File: src/rtl/rgb_serial_tx.sv
// rgb_serial_tx: parallel RGB pixel to bit-serial slot transmitter.
// Each pixel occupies one fixed slot of SLOT_BITS cycles on pred/pgreen/pblu,
// LSB first; idle slots carry all-zero bubbles so the line never stops.
// Optional return path (compiled in when RGB_TX_RESULT_EN is defined)
// reassembles the converter's MSB-first grey stream and black flag.
module rgb_serial_tx #(
  parameter int SLOT_BITS = 8
) (
  input  logic                 r_to_v_clk,
  input  logic                 r_to_v_rst_n,
  input  logic                 pix_valid,
  output logic                 pix_ready,
  input  logic [SLOT_BITS-1:0] pix_red,
  input  logic [SLOT_BITS-1:0] pix_green,
  input  logic [SLOT_BITS-1:0] pix_blue,
  output logic                 pred,
  output logic                 pgreen,
  output logic                 pblu,
  output logic                 slot_start,
  input  logic                 grey_in,
  input  logic                 black_in,
  output logic                 res_valid,
  output logic [SLOT_BITS-1:0] grey_out,
  output logic                 black_out
);

  localparam int IDX_W = (SLOT_BITS > 1) ? $clog2(SLOT_BITS) : 1;
  localparam logic [IDX_W-1:0] LAST_IDX = IDX_W'(SLOT_BITS - 1);

  logic [IDX_W-1:0]     bit_idx;
  logic                 slot_end;
  logic                 hs;
  logic                 hold_full;
  logic                 sh_real;
  logic [SLOT_BITS-1:0] hold_r, hold_g, hold_b;
  logic [SLOT_BITS-1:0] sh_r, sh_g, sh_b;

  assign slot_end  = (bit_idx == LAST_IDX);
  // Handshake: a pixel transfers on the rising edge where pix_valid and
  // pix_ready are both high; pix_ready depends only on registered state, and
  // the source must keep the pixel stable while pix_valid waits for pix_ready.
  assign hs        = pix_valid & pix_ready;
  assign hold_full = ~pix_ready;

  // Free-running slot cycle counter; the converter has no framing of its own.
  always_ff @(posedge r_to_v_clk or negedge r_to_v_rst_n) begin
    if (!r_to_v_rst_n) begin
      bit_idx    <= '0;
      slot_start <= 1'b1;
    end else begin
      bit_idx    <= slot_end ? '0 : bit_idx + 1'b1;
      slot_start <= slot_end;
    end
  end

  // One-entry hold register; pix_ready is its registered empty flag.
  always_ff @(posedge r_to_v_clk or negedge r_to_v_rst_n) begin
    if (!r_to_v_rst_n) begin
      pix_ready <= 1'b1;
      hold_r    <= '0;
      hold_g    <= '0;
      hold_b    <= '0;
    end else if (slot_end && hold_full) begin
      pix_ready <= 1'b1;
    end else if (hs && !slot_end) begin
      // A handshake on the boundary edge bypasses the hold register.
      pix_ready <= 1'b0;
      hold_r    <= pix_red;
      hold_g    <= pix_green;
      hold_b    <= pix_blue;
    end
  end

  // Channel shifters: load a pixel or a bubble at the boundary, else shift LSB out.
  always_ff @(posedge r_to_v_clk or negedge r_to_v_rst_n) begin
    if (!r_to_v_rst_n) begin
      sh_r    <= '0;
      sh_g    <= '0;
      sh_b    <= '0;
      sh_real <= 1'b0;
    end else if (slot_end) begin
      if (hold_full) begin
        sh_r    <= hold_r;
        sh_g    <= hold_g;
        sh_b    <= hold_b;
        sh_real <= 1'b1;
      end else if (hs) begin
        sh_r    <= pix_red;
        sh_g    <= pix_green;
        sh_b    <= pix_blue;
        sh_real <= 1'b1;
      end else begin
        sh_r    <= '0;
        sh_g    <= '0;
        sh_b    <= '0;
        sh_real <= 1'b0;
      end
    end else begin
      sh_r <= sh_r >> 1;
      sh_g <= sh_g >> 1;
      sh_b <= sh_b >> 1;
    end
  end

  assign pred   = sh_r[0];
  assign pgreen = sh_g[0];
  assign pblu   = sh_b[0];

`ifdef RGB_TX_RESULT_EN
  logic [SLOT_BITS-1:0] grey_sh;
  logic                 tag_q;
  logic                 black_q;

  // Grey arrives MSB first, so shifting in at the bottom leaves bit 7 on top.
  always_ff @(posedge r_to_v_clk or negedge r_to_v_rst_n) begin
    if (!r_to_v_rst_n) begin
      grey_sh <= '0;
    end else begin
      grey_sh <= {grey_sh[SLOT_BITS-2:0], grey_in};
    end
  end

  // One-deep tag/black pipeline; a real slot's result is published one slot later.
  always_ff @(posedge r_to_v_clk or negedge r_to_v_rst_n) begin
    if (!r_to_v_rst_n) begin
      tag_q     <= 1'b0;
      black_q   <= 1'b0;
      res_valid <= 1'b0;
      grey_out  <= '0;
      black_out <= 1'b0;
    end else begin
      res_valid <= 1'b0;
      if (slot_end) begin
        tag_q   <= sh_real;
        black_q <= black_in;
        if (tag_q) begin
          res_valid <= 1'b1;
          grey_out  <= {grey_sh[SLOT_BITS-2:0], grey_in};
          black_out <= black_q;
        end
      end
    end
  end
`else
  logic unused_ok;
  assign unused_ok = &{1'b0, grey_in, black_in, sh_real};
  assign res_valid = 1'b0;
  assign grey_out  = '0;
  assign black_out = 1'b0;
`endif

endmodule
File: config.mk
export PLATFORM = sky130hd
export DESIGN_NAME = rgb_serial_tx
export DESIGN_NICKNAME = d
export VERILOG_FILES = /design/src/rtl/rgb_serial_tx.sv
export SDC_FILE = /design/constraint.sdc
export NUM_CORES = 1
export LEC_CHECK = 0
export ABC_AREA = 1
export BUFFER_PORTS_ARGS = -buffer_cell sky130_fd_sc_hd__buf_2
export CELL_PAD_IN_SITES_DETAIL_PLACEMENT = 1
export CELL_PAD_IN_SITES_GLOBAL_PLACEMENT = 1
export CORE_ASPECT_RATIO = 0.75
export CORE_MARGIN = 2
export CORE_UTILIZATION = 35
export CTS_CLUSTER_DIAMETER = 60
export CTS_CLUSTER_SIZE = 30
export DETAILED_ROUTE_END_ITERATION = 8
export PLACE_DENSITY = 0.66
export SYNTH_ARGS = -nofsm -noshare
export SYNTH_HDL_FRONTEND = slang
export SYNTH_SLANG_ARGS = --single-unit
export TNS_END_PERCENT = 30
File: constraint.sdc
create_clock -name r_to_v_clk -period 1.6 [get_ports r_to_v_clk]
set_input_delay 0.32 -clock r_to_v_clk [delete_from_list [all_inputs] [get_ports r_to_v_clk]]
set_output_delay 0.32 -clock r_to_v_clk [all_outputs]
set_load 0.02 [all_outputs]
==> reports/qor.yml <==
detailed_routing:
  ant_nets: 0
  via_count: 1935
  avgViaCountPerCell: 4.651
  drtPass1Iterations: 4
  drt_iter0_markers: 57
  drc_errors: 0
  wl_microns: 5711
  routedWlPerCell_microns: 13.73
sta:
  final.setup_skew_ns: 0.005181
  fmax_ghz: 0.6453
  slew_violations: 0
  period_needed_ns: 1.550
  relSlewSlack_pct: 63.72
  finalHoldViolations: 0
  hold_slack_ns: 0.2096
  setup_violations: 0
  worst_pin_slew_ns: 0.5435
  grt_setup_unrepaired: "yes"
  period_share_pct: 96.86
  layout_setup_ws_ns: 0.05023
job:
  maxCapViolations: 0
clocking:
  cts_buffer_depth: 2
  clk_pin_slew_ns: 0.10
  clockRootBuffer: "clkbuf_8"
  cts_tree: "yes"
  cts_buffers: 5
  clkLatencyLatePin_ns: 0.32
  cts-htree-levels: 2
  cts.sinks: 53
global_routing:
  grt_pass1_vias: 1946
  grt_max_degree: 54
  grt_use_total_pct: 16.17
  overflow: 0
  grt_pass1_wl_microns: 9556
  antenna_found_initial: 0
logic_synthesis:
  synth_seq_area_share_pct: 53.53
  yosys_warnings: 0
  synthCells: 297
  synth_cell_types: 19
  ys_seq_elements: 53
  avgSynthCellArea_sq_um: 8.358
  synth.cell_area_sq_um: 2482
critical_path:
  r2r-end: "hold_r[3]"
  worstPathRequired_ns: 1.28
  cp_top_family: "flip-flops"
  path_cells: "buf_4 > buf_2"
  regToRegSetupSlack_ns: 0.06
  cp_slowest_cell: "dfstp_4"
  critical_path_class: "flop to primary output"
  r2r-start: "bit_idx[0]"
  ff2ff_path_depth: 6
  end_kind: "primary output"
  cp_max_fo: 4
  cp_slowest_stage_delay_ns: 0.64
  cp.buffers_inverters: 2
  start_kind: "flop"
  worstPathArrival_ns: 1.23
place:
  dp_cells: 406
  detailedPlace.worstSlack_ns: -0.04053
  dpl.hpwl_microns: 3751
  gp_congestion: 0.6932
  port_buffers: 31
pwr:
  power.total_mw: 2.801
  vdd_drop_max_mv: 0.4146
  cellPowerDensity_nw_per_um2: 997.6
  p_leak_nw: 1.559
die:
  die_w_microns: 101.2
  die_h_microns: 76.94
  ios: 44
  coreArea_sq_um: 6832
  start_util_pct: 36.34
  die_area_sq_um: 7789
  rows: 26
layout:
  final_cell_mix: "nand2_1 (173), dfrtp_1 (51), buf_2 (31)"
  fin_nets: 363
  regArea_sq_um: 1333
  multi_input_area_sq_um: 967.2
  antenna_cells: 0
  area_delta_synth_final_pct: 13.10
  fin_cells: 416
  final_common_cell: "nand2_1"
  drive_gt1_share_pct: 20.48
  fill_cells: 854
hold_path:
  holdCritPathClass: "input pin to flop"
  min-delay-start: "pix_red[4]"
  min_path_cells: 3
  hold_path_end: "hold_r[4]"
status:
  status: "finished clean"
-- worst max path at each step --
stage / start / to / slack, ns / depth (start not counted)
after global routing: bit_idx[0] / hold_r[7] / -0.08 / 6
final: pix_ready / pix_ready / 0.05 / 2
after CTS: bit_idx[0] / hold_r[3] / 0.03 / 6
after detailed placement: bit_idx[0] / hold_r[3] / -0.04 / 6
after floorplan: bit_idx[0] / hold_r[1] / 0.23 / 7
after global placement: bit_idx[0] / hold_r[3] / -0.009 / 6
-- registers in the layout, summed over array words and instances (netlist names) --
name        count
sh_r            8
bit_idx         3
sh_g            8
hold_b          8
slot_start      1
sh_b            8
hold_r          8
hold_g          8
pix_ready       1
-- report_power, final --
group          total (mW)  internal [mW]  switching, mW
combinational       0.450          0.171          0.279
clock               0.765          0.303          0.462
sequential           1.59           1.52         0.0691
-- cell families (layout without fill, tap and decap cells) --
logic type | after synthesis | count (layout) | synth area share [%]
adders and majority gates | 3 | 3 | 1.512
AOI/OAI and AO/OA | 5 | 5 | 1.462
other | 1 | 10 | 0.1511
and+or+nand+nor | 206 | 206 | 34.38
DFF | 53 | 53 | 53.53
buffers and inverters | 29 | 55 | 8.972
-- final cells by class --
cell class | count | area share, %
sequential | 53 | 47.46
multi-input combinational | 224 | 34.45
timing repair buffer | 44 | 10.87
tap | 84 | 3.743
clock buffer | 5 | 2.451
clock inverter | 3 | 0.6239
inverter | 3 | 0.4011
-- routing by layer --
layer	vias up	GRT usage (%)	wire, microns
met5	-	0	0
met4	0	3.649	80
met2	28	23.44	2512
li1	957	-	-
met1	943	23.57	2944
met3	7	5.105	174
-- stage by stage --
step	TNS (ns)	instance area, sq um	utilization, %
2_1_floorplan	0	2516	-
3_3_place_gp	-0.009472	2698	39.49
3_5_place_dp	-0.3586	2698	39.49
4_1_cts	0	2808	41.10
5_1_grt	-1.270	2808	41.10
6_report	0	2808	41.10
-- Yosys cell counts --
library cell,number,area share [%]
clkbuf_1,1,0.15
nand3_4,1,0.71
buf_6,8,3.6
a21oi_2,3,1.1
dfrtp_1,51,51
ha_1,3,1.5
nand2_2,5,1.3
buf_4,13,3.9
a21oi_1,1,0.20
nor2_1,1,0.15
o21ai_0,1,0.20
inv_2,3,0.45
nand2_4,1,0.45
dfstp_2,2,2.1
nor2_8,1,0.81
nand3_1,24,4.8
buf_2,4,0.81
conb_1,1,0.15
nand2_1,173,26
-- what timing repair did --
item | CTS | global route
hold endpoints to repair | 51 | 0
endpoints found under the setup margin | 25 | 38
setup buffers | 1 | 0
hold buffers | 1 | 0
gates resized for setup | 2 | 0
-- tightest hold or removal path: stages --
cell and delay [ns]:
buf_2 0.09, nand2_1 0.05, nand2_1 0.04
(Power assumes the default switching activity.)
